$ cat src/rtl/timer_arbiter_if.sv
`default_nettype none
// ============================================================================
// Module      : timer_arbiter_if
// Description : Requester-side bundle for timer_arbiter. Carries the request
//               vector, packed slot lengths, grant/done vectors, busy flag
//               and the live counter value.
// Revision    : 1.0 - initial release
// ============================================================================
interface timer_arbiter_if #(
    parameter int NREQ  = 4,
    parameter int WIDTH = 3
);
    logic [NREQ-1:0]       req;
    logic [NREQ*WIDTH-1:0] len;
    logic [NREQ-1:0]       gnt;
    logic [NREQ-1:0]       done;
    logic                  busy;
    logic [WIDTH-1:0]      count;

    // Client side: drives requests and lengths, observes the arbiter
    modport master (
        output req,
        output len,
        input  gnt,
        input  done,
        input  busy,
        input  count
    );

    // Arbiter side
    modport slave (
        input  req,
        input  len,
        output gnt,
        output done,
        output busy,
        output count
    );
endinterface : timer_arbiter_if
`default_nettype wire

$ cat src/rtl/timer_arbiter.sv
`default_nettype none
// ============================================================================
// Module      : timer_arbiter
// Description : Round-robin arbiter sharing one up-counter timer among NREQ
//               requesters. The granted owner's length is latched at grant,
//               the counter runs 0..length, then a one-cycle done pulse is
//               returned and the round-robin pointer moves past the owner.
// Revision    : 1.0 - initial release
// ============================================================================
module timer_arbiter #(
    parameter int NREQ  = 4,
    parameter int WIDTH = 3
) (
    input  wire logic       clk,
    input  wire logic       clr,   // asynchronous, active-low
    timer_arbiter_if.slave  bus
);

    localparam int C_PW = (NREQ > 1) ? $clog2(NREQ) : 1;

    typedef enum logic [1:0] {
        S_IDLE = 2'd0,
        S_RUN  = 2'd1,
        S_DONE = 2'd2
    } state_t;

    state_t            state_q,  state_d;
    logic [C_PW-1:0]   ptr_q,    ptr_d;
    logic [C_PW-1:0]   owner_q,  owner_d;
    logic [WIDTH-1:0]  target_q, target_d;
    logic [WIDTH-1:0]  count_q,  count_d;
    logic [NREQ-1:0]   gnt_q,    gnt_d;
    logic [NREQ-1:0]   done_q,   done_d;

    logic              w_found;
    logic [C_PW-1:0]   w_sel;
    logic [C_PW-1:0]   w_idx;
    logic [C_PW-1:0]   w_owner_nxt;
    logic [WIDTH-1:0]  w_len_arr [NREQ];

    // Unpack the per-requester lengths so they can be indexed by owner
    for (genvar g = 0; g < NREQ; g++) begin : g_len
        assign w_len_arr[g] = bus.len[g*WIDTH +: WIDTH];
    end

    // Pointer successor of the current owner, wrapping at NREQ
    assign w_owner_nxt = (owner_q == C_PW'(NREQ - 1)) ? '0 : owner_q + C_PW'(1);

    // Round-robin pick: first set request at or after ptr, wrapping
    always_comb begin
        w_found = 1'b0;
        w_sel   = '0;
        w_idx   = '0;
        for (int i = 0; i < NREQ; i++) begin
            w_idx = C_PW'((int'(ptr_q) + i) % NREQ);
            if (!w_found && bus.req[w_idx]) begin
                w_found = 1'b1;
                w_sel   = w_idx;
            end
        end
    end

    // Next-state and output logic; abort takes priority over completion
    always_comb begin
        state_d  = state_q;
        ptr_d    = ptr_q;
        owner_d  = owner_q;
        target_d = target_q;
        count_d  = count_q;
        gnt_d    = gnt_q;
        done_d   = '0;
        case (state_q)
            S_IDLE: begin
                count_d = '0;
                gnt_d   = '0;
                if (w_found) begin
                    owner_d      = w_sel;
                    target_d     = w_len_arr[w_sel];
                    gnt_d[w_sel] = 1'b1;
                    state_d      = S_RUN;
                end
            end
            S_RUN: begin
                if (!bus.req[owner_q]) begin
                    // Requester gave up: release silently, no done pulse
                    state_d = S_IDLE;
                    gnt_d   = '0;
                    count_d = '0;
                    ptr_d   = w_owner_nxt;
                end else if (count_q == target_q) begin
                    state_d         = S_DONE;
                    done_d[owner_q] = 1'b1;
                end else begin
                    count_d = count_q + WIDTH'(1);
                end
            end
            S_DONE: begin
                gnt_d   = '0;
                count_d = '0;
                ptr_d   = w_owner_nxt;
                state_d = S_IDLE;
            end
            default: begin
                state_d = S_IDLE;
                gnt_d   = '0;
                count_d = '0;
            end
        endcase
    end

    // State and datapath registers; reset drops any slot in progress
    always_ff @(posedge clk or negedge clr) begin
        if (!clr) begin
            state_q  <= S_IDLE;
            ptr_q    <= '0;
            owner_q  <= '0;
            target_q <= '0;
            count_q  <= '0;
            gnt_q    <= '0;
            done_q   <= '0;
        end else begin
            state_q  <= state_d;
            ptr_q    <= ptr_d;
            owner_q  <= owner_d;
            target_q <= target_d;
            count_q  <= count_d;
            gnt_q    <= gnt_d;
            done_q   <= done_d;
        end
    end

    assign bus.gnt   = gnt_q;
    assign bus.done  = done_q;
    assign bus.busy  = (state_q != S_IDLE);
    assign bus.count = count_q;

endmodule : timer_arbiter
`default_nettype wire

$ cat src/flat_wrapper.sv
// flat-port wrapper written by rule: the top's interface ports become plain ports
module timer_arbiter_flat 
#(
    parameter int NREQ  = 4,
    parameter int WIDTH = 3
)
  (clk, clr, bus_req, bus_len, bus_gnt, bus_done, bus_busy, bus_count);
  timer_arbiter_if #(.NREQ(NREQ), .WIDTH(WIDTH)) bus_i ();
  input  wire logic clk;
  input  wire logic clr;
  input wire logic [$bits(bus_i.req)-1:0] bus_req;
  input wire logic [$bits(bus_i.len)-1:0] bus_len;
  output wire logic [$bits(bus_i.gnt)-1:0] bus_gnt;
  output wire logic [$bits(bus_i.done)-1:0] bus_done;
  output wire logic [$bits(bus_i.busy)-1:0] bus_busy;
  output wire logic [$bits(bus_i.count)-1:0] bus_count;
  assign bus_i.req = bus_req;
  assign bus_i.len = bus_len;
  assign bus_gnt = bus_i.gnt;
  assign bus_done = bus_i.done;
  assign bus_busy = bus_i.busy;
  assign bus_count = bus_i.count;
  timer_arbiter #(.NREQ(NREQ), .WIDTH(WIDTH)) u_core (.clk(clk), .clr(clr), .bus(bus_i));
endmodule
$ cat config.mk
export PLATFORM = sky130hd
export DESIGN_NAME = timer_arbiter_flat
export DESIGN_NICKNAME = d
export VERILOG_FILES = /design/src/rtl/timer_arbiter_if.sv /design/src/rtl/timer_arbiter.sv /design/src/flat_wrapper.sv
export SDC_FILE = /design/constraint.sdc
export NUM_CORES = 1
export LEC_CHECK = 0
export BUFFER_PORTS_ARGS = -buffer_cell sky130_fd_sc_hd__buf_2
export CORE_MARGIN = 4
export CORE_UTILIZATION = 45
export CTS_CLUSTER_SIZE = 24
export DETAILED_ROUTE_END_ITERATION = 6
export GPL_ROUTABILITY_DRIVEN = 0
export GPL_TIMING_DRIVEN = 0
export PLACE_DENSITY = 0.73
export SYNTH_ARGS = -nofsm -noshare
export SYNTH_HDL_FRONTEND = slang
export SYNTH_SLANG_ARGS = --single-unit
$ cat constraint.sdc
create_clock -name clk -period 1.67 [get_ports clk]
set_input_delay 0 -clock clk [delete_from_list [all_inputs] [get_ports clk]]
set_output_delay 0 -clock clk [all_outputs]
set_load 0.01 [all_outputs]
==> flow_metrics.env, run 1 <==
export IMPL_syn_num_nets=123
export IMPL_hold_viol=0
export IMPL_synth_commonest_cells="20 x dfrtp_1, 12 x nor2_1"
export IMPL_drive_gt1_frac=0.388
export IMPL_syn_to_final_growth_pct=29.6
export IMPL_grtUsageTotal=0.151
export IMPL_regArea_sq_um=502
export IMPL_worstHoldPathCells=3
export IMPL_utilization=0.624
export IMPL_r2r_cells=4
export IMPL_drt_wirelength_per_cell_um=13.6
export IMPL_status="finished, violations left"
export IMPL_initial_core_util=0.482
export IMPL_grt_setup_unrepaired="yes"
export IMPL_synth_warnings=0
export IMPL_antenna_found_initial=0
export IMPL_netlist_area_sq_mm=0.00109
export IMPL_cp_end_kind="flop"
export IMPL_num_fill_cells=200
export IMPL_finalCritPeriodShare=1.00
export IMPL_path_class="reg2reg"
export IMPL_fmax_mhz=596
export IMPL_grt_max_degree=21
export IMPL_r2r_start="u_core.owner_q[0]$_DFFE_PN0P_"
export IMPL_syn_avg_cell_area_sq_um=10.9
export IMPL_dpl_hpwl_um=1670
export IMPL_dieArea_sq_mm=0.00326
export IMPL_critPathRequiredTime_ns=1.87
export IMPL_cts_tree="built"
export IMPL_row_count=17
export IMPL_cts_root_buf="clkbuf_4"
export IMPL_pin_count=30
export IMPL_worstPathMaxFanout=3
export IMPL_drc_errors=0
export IMPL_p_per_area_mw_per_mm2=1690
export IMPL_ir_drop_v=0.000904
export IMPL_clock_path_buffers=2
export IMPL_fin_cells=162
export IMPL_clock_latency_ns=0.31
export IMPL_wirelength_um=2210
export IMPL_yosysMostFrequentCell="dfrtp_1"
export IMPL_path_clk_slew_ns=0.12
export IMPL_vias=854
export IMPL_numCtsBuffers=3
export IMPL_max_cap_violations=0
export IMPL_synthArstFlopShare=1.00
export IMPL_grt_pass1_vias=890
export IMPL_grt_pass1_wl_um=3940
export IMPL_core_area_sq_mm=0.00225
export IMPL_min_path_type="in2reg"
export IMPL_skew_ns=0.00571
export IMPL_slew_viol_final=0
export IMPL_min_to="u_core.target_q[1]$_DFFE_PN0P_"
export IMPL_netlist_cell_type_count=35
export IMPL_crit_arrival_ns=1.88
export IMPL_cts_sinks=20
export IMPL_synth_yosys_seq_area_share=0.461
export IMPL_leakage_uw=0.000704
export IMPL_synth_edf_count=0
export IMPL_first_iter_violations=10
export IMPL_nNetsFinal=158
export IMPL_io_buffers=29
export IMPL_synth_seq_cells=20
export IMPL_die_h_um=57.1
export IMPL_die_x_um=57.1
export IMPL_power_uw=2380
export IMPL_viasPerCell=5.27
export IMPL_synthTopCellsByArea="dfrtp_1 46%, ha_1 5.8%, mux2i_1 4.6%, a2111oi_2 4.1%, nor2_1 4.1%"
export IMPL_relSlewSlack=0.685
export IMPL_violations="setup timing"
export IMPL_synth_top_cell_by_area="dfrtp_1"
export IMPL_overflow=0
export IMPL_min_from="bus_len[7]"
export IMPL_multi_input_area_sq_um=614
export IMPL_synthCells=100
export IMPL_setup_ws_ns=-0.00800
export IMPL_startpoint_type="flop"
export IMPL_drt_pass1_iter_count=4
export IMPL_ff2ff_setup_slack_ns=-0.008
export IMPL_cts_max_level=1
export IMPL_placedCellCount=157
export IMPL_setup_viol=1
export IMPL_ys_flop_type="dfrtp_1"
export IMPL_final_antenna_net_count=0
export IMPL_tightest_slew_ns=0.472
export IMPL_synthDominantCellAreaShare=0.461
export IMPL_r2r_end="u_core.ptr_q[1]$_DFFE_PN0P_"
export IMPL_n_antenna_cell=0
export IMPL_fin_crit_ns=1.68
[critical path, cell delays in order (launching register included)]
cell,delay (ns)
dfrtp_2,0.39
mux4_2,0.54
o21a_1,0.23
nor2_4,0.12
mux2_4,0.30
[logic make-up (layout without fill, tap and decap cells)]
group           after synthesis  count (layout)  share of synthesized area
mux                           7               7                     0.0772
fa+ha+maj                     5               5                     0.0576
xor+xnor                      5               5                     0.0403
compound gates               25              25                      0.182
simple gates                 29              29                      0.137
buf+inv                       9              43                     0.0449
flops                        20              20                      0.461
[worst max path at each step]
stage	start	endpoint	slack, ns	cells past startpoint
floorplan	u_core.owner_q[0]$_DFFE_PN0P_	u_core.ptr_q[1]$_DFFE_PN0P_	0.01	4
global placement	u_core.owner_q[0]$_DFFE_PN0P_	u_core.ptr_q[1]$_DFFE_PN0P_	-0.1	4
detailed placement	u_core.owner_q[0]$_DFFE_PN0P_	u_core.ptr_q[1]$_DFFE_PN0P_	-0.11	4
CTS	u_core.owner_q[0]$_DFFE_PN0P_	u_core.ptr_q[1]$_DFFE_PN0P_	-0.13	4
global route	u_core.owner_q[0]$_DFFE_PN0P_	u_core.ptr_q[1]$_DFFE_PN0P_	-0.07	4
finish	u_core.owner_q[0]$_DFFE_PN0P_	u_core.ptr_q[1]$_DFFE_PN0P_	-0.008	4
[layout by cell type (no fill, tap or decap), drive strengths merged, types with 2 or more instances in the layout]
cell / count
a2111oi: 3
buf: 32
nor2: 12
and2: 2
mux2i: 5
clkbuf: 3
dfrtp: 20
a211oi: 3
a22o: 2
o21a: 2
a21oi: 2
o21ai: 5
inv: 6
nand2: 5
a21boi: 4
xor2: 4
ha: 5
and3: 4
[metal layers]
| layer | global-route usage | wire (um) | up-vias | part of all wire |
|---|---|---|---|---|
| met1 | 0.197 | 1040 | 396 | 0.47 |
| met3 | 0.0204 | 139 | 4 | 0.063 |
| met5 | 0 | 0 | - | 0 |
| li1 | - | - | 426 | - |
| met2 | 0.246 | 992 | 28 | 0.45 |
| met4 | 0.0695 | 33 | 0 | 0.015 |
[timing repair]
action,4_1_cts,5_1_grt
hold endpoints to repair,20,0
hold buffers,1,0
setup buffers,0,2
pin swaps,4,1
resized for setup,3,11
endpoints found under the setup margin,11,14
[state kept, by name, summed over array words and instances, names as in the netlist]
| signal | cells |
|---|---|
| u_core.bus.count | 3 |
| u_core.state_q | 2 |
| u_core.bus.gnt | 4 |
| u_core.ptr_q | 2 |
| u_core.bus.done | 4 |
| u_core.owner_q | 2 |
| u_core.target_q | 3 |
[stage by stage]
| stage | worst slack [ns] | hold slack [ns] | TNS (ns) | instance area [sq um] |
|---|---|---|---|---|
| after floorplan | 0.00950 | -0.296 | 0 | 1090 |
| after global placement | -0.0964 | -0.0387 | -0.446 | 1270 |
| after detailed placement | -0.110 | -0.0287 | -0.590 | 1270 |
| after CTS | -0.132 | 0.0113 | -0.132 | 1350 |
| after global routing | -0.0717 | 0.0217 | -0.125 | 1410 |
| final | -0.00800 | 0.00248 | -0.00800 | 1410 |
[area by class of cell]
type / count / share of cell area
Multi-Input combinational cell: 71 / 0.436
Tap cell: 28 / 0.0249
Timing Repair Buffer: 32 / 0.121
Sequential cell: 20 / 0.356
Inverter: 6 / 0.0160
Buffer: 1 / 0.00800
Clock inverter: 1 / 0.0213
Clock buffer: 3 / 0.0160
[power breakdown]
group / internal, uW / leakage [uW] / switching (uW)
combinational: 524 / 0.000419 / 672
clock: 243 / 0.0000279 / 159
sequential: 655 / 0.000256 / 125
Note: power is estimated with default switching activity, not from simulation.
==> run 2, diff against run 1 <==
--- a/config.mk
+++ b/config.mk
@@ -6,8 +6,10 @@
 export NUM_CORES = 1
 export LEC_CHECK = 0
 export BUFFER_PORTS_ARGS = -buffer_cell sky130_fd_sc_hd__buf_2
+export CELL_PAD_IN_SITES_DETAIL_PLACEMENT = 2
+export CELL_PAD_IN_SITES_GLOBAL_PLACEMENT = 2
 export CORE_MARGIN = 4
-export CORE_UTILIZATION = 45
+export CORE_UTILIZATION = 28
 export CTS_CLUSTER_SIZE = 24
 export DETAILED_ROUTE_END_ITERATION = 6
 export GPL_ROUTABILITY_DRIVEN = 0
==> flow_metrics.env, run 2 (synthesis gave the netlist of run 1 again) <==
export IMPL_status="finished, violations left"
export IMPL_violations="setup timing"
export IMPL_overflow=0
export IMPL_final_cell_mix="29 x buf_2, 19 x dfrtp_1, 9 x nor2_1"
export IMPL_min_to="u_core.target_q[1]$_DFFE_PN0P_"
export IMPL_cp_slowest_cell="mux4_2"
export IMPL_max_cap_violations=0
export IMPL_r2r_start="u_core.owner_q[0]$_DFFE_PN0P_"
export IMPL_core_area_sq_mm=0.00372
export IMPL_ff2ff_setup_slack_ns=-0.007
export IMPL_dpl_hpwl_um=2360
export IMPL_grtUsageMet2=0.235
export IMPL_grtUsageMet1=0.170
export IMPL_tightest_slew_ns=0.525
export IMPL_critPathRequiredTime_ns=1.82
export IMPL_fmax_mhz=596
export IMPL_busiest_layer="met2"
export IMPL_critPathMaxStageDelay_ns=0.54
export IMPL_final_antenna_net_count=0
export IMPL_antenna_found_initial=0
export IMPL_cts_tree="built"
export IMPL_pin_count=30
export IMPL_drt_pass1_iter_count=2
export IMPL_grt_pass1_vias=1060
export IMPL_ir_drop_v=0.000432
export IMPL_skew_ns=0.00204
export IMPL_p_per_area_mw_per_mm2=1700
export IMPL_cp_end_kind="flop"
export IMPL_crit_chain="mux4_2 > o21a_1 > nor2_4 > mux2_4"
export IMPL_vias=919
export IMPL_first_iter_violations=11
export IMPL_clock_latency_ns=0.26
export IMPL_min_from="bus_len[7]"
export IMPL_setup_viol=1
export IMPL_hold_viol=0
export IMPL_leakage_uw=0.000708
export IMPL_die_h_um=70.3
export IMPL_relSlewSlack=0.647
export IMPL_viasPerCell=5.02
export IMPL_fin_crit_ns=1.68
export IMPL_numCtsBuffers=3
export IMPL_initial_core_util=0.292
export IMPL_grtUsageTotal=0.139
export IMPL_syn_to_final_growth_pct=34.0
export IMPL_wirelength_um=3280
export IMPL_die_x_um=70.3
export IMPL_io_buffers=29
export IMPL_path_clk_slew_ns=0.07
export IMPL_row_count=22
export IMPL_path_class="reg2reg"
export IMPL_final_common_cell="buf_2"
export IMPL_cts_sinks=20
export IMPL_drive_gt1_frac=0.437
export IMPL_placedCellCount=177
export IMPL_grt_setup_unrepaired="yes"
export IMPL_fin_cells=183
export IMPL_n_antenna_cell=0
export IMPL_clock_path_buffers=2
export IMPL_r2r_end="u_core.ptr_q[1]$_DFFE_PN0P_"
export IMPL_crit_arrival_ns=1.82
export IMPL_fin_tns_setup_ns=-0.00679
export IMPL_startpoint_type="flop"
export IMPL_hold_ws_ns=0.106
export IMPL_drt_wirelength_per_cell_um=17.9
export IMPL_met3_usage=0.0187
export IMPL_finalCritPeriodShare=1.00
export IMPL_cts_max_level=1
export IMPL_num_fill_cells=409
export IMPL_grt_pass1_wl_um=5220
export IMPL_grt_max_degree=21
export IMPL_r2r_cells=4
export IMPL_worstPathMaxFanout=3
export IMPL_worstHoldPathCells=3
export IMPL_slew_viol_final=0
export IMPL_setup_ws_ns=-0.00679
export IMPL_dieArea_sq_mm=0.00494
export IMPL_nNetsFinal=160
export IMPL_cts_root_buf="clkbuf_8"
export IMPL_drc_errors=0
export IMPL_min_path_type="in2reg"
[run 2: cell types whose count changed in the layout (fill, tap and decap cells not counted), sizes merged]
| cell | previous run | this run |
|---|---|---|
| bufinv | 1 | 0 |
| buf | 32 | 34 |
[run 2: repair_timing]
item / CTS / global route
pin swaps: 4 / 6
hold buffers: 1 / 0
resized for setup: 9 / 13
setup buffers: 2 / 2
endpoints found under the hold margin: 20 / 0
endpoints found under the setup margin: 13 / 12
[run 2: worst max-delay path: cells and delay by family (launching register included)]
| kind | cells | cell delay, ns |
|---|---|---|
| AOI/OAI and AO/OA | 1 | 0.22 |
| DFF | 1 | 0.37 |
| muxes | 2 | 0.85 |
| and+or+nand+nor | 1 | 0.13 |
[run 2: layout make-up]
type,count,area (sq um),area share
buffer,1,11.3,0.00774
clock buffer,3,41.3,0.0284
inverter,6,22.5,0.0155
multi-input combinational,71,633,0.435
sequential,20,502,0.345
tap,48,60.1,0.0413
timing repair buffer,34,185,0.127
[run 2: worst max-delay path by stage]
| stage | startpoint | to | slack [ns] | cells past startpoint |
|---|---|---|---|---|
| floorplan | u_core.owner_q[0]$_DFFE_PN0P_ | u_core.ptr_q[1]$_DFFE_PN0P_ | 0.01 | 4 |
| global placement | u_core.owner_q[0]$_DFFE_PN0P_ | u_core.bus.gnt[0]$_DFFE_PN0N_ | -0.14 | 4 |
| detailed placement | u_core.owner_q[0]$_DFFE_PN0P_ | u_core.bus.gnt[0]$_DFFE_PN0N_ | -0.16 | 4 |
| CTS | u_core.owner_q[0]$_DFFE_PN0P_ | u_core.ptr_q[1]$_DFFE_PN0P_ | -0.04 | 4 |
| global route | u_core.owner_q[0]$_DFFE_PN0P_ | u_core.ptr_q[1]$_DFFE_PN0P_ | -0.07 | 4 |
| finish | u_core.owner_q[0]$_DFFE_PN0P_ | u_core.ptr_q[1]$_DFFE_PN0P_ | -0.007 | 4 |
[run 2: stage by stage]
step	instance area (sq um)	setup slack (ns)	utilization	total power [uW]
5_1_grt	1460	-0.0663	0.392	2690
6_report	1460	-0.00679	0.392	2480
2_1_floorplan	1090	0.00950	-	1540
4_1_cts	1400	-0.0419	0.376	2370
3_3_place_gp	1290	-0.141	0.348	1830
3_5_place_dp	1290	-0.161	0.348	1930
[run 2: where the power goes]
part           total (uW)  internal (uW)  switching [uW]
clock                 319            161             159
sequential            795            657             138
combinational        1370            584             783
total                2480           1400            1080
[run 2: routing by layer]
layer | share of wire | vias to the layer above | wire (um)
li1 | - | 428 | -
met1 | 0.45 | 459 | 1490
met2 | 0.49 | 28 | 1590
met3 | 0.041 | 4 | 134
met4 | 0.020 | 0 | 65
met5 | 0 | - | 0
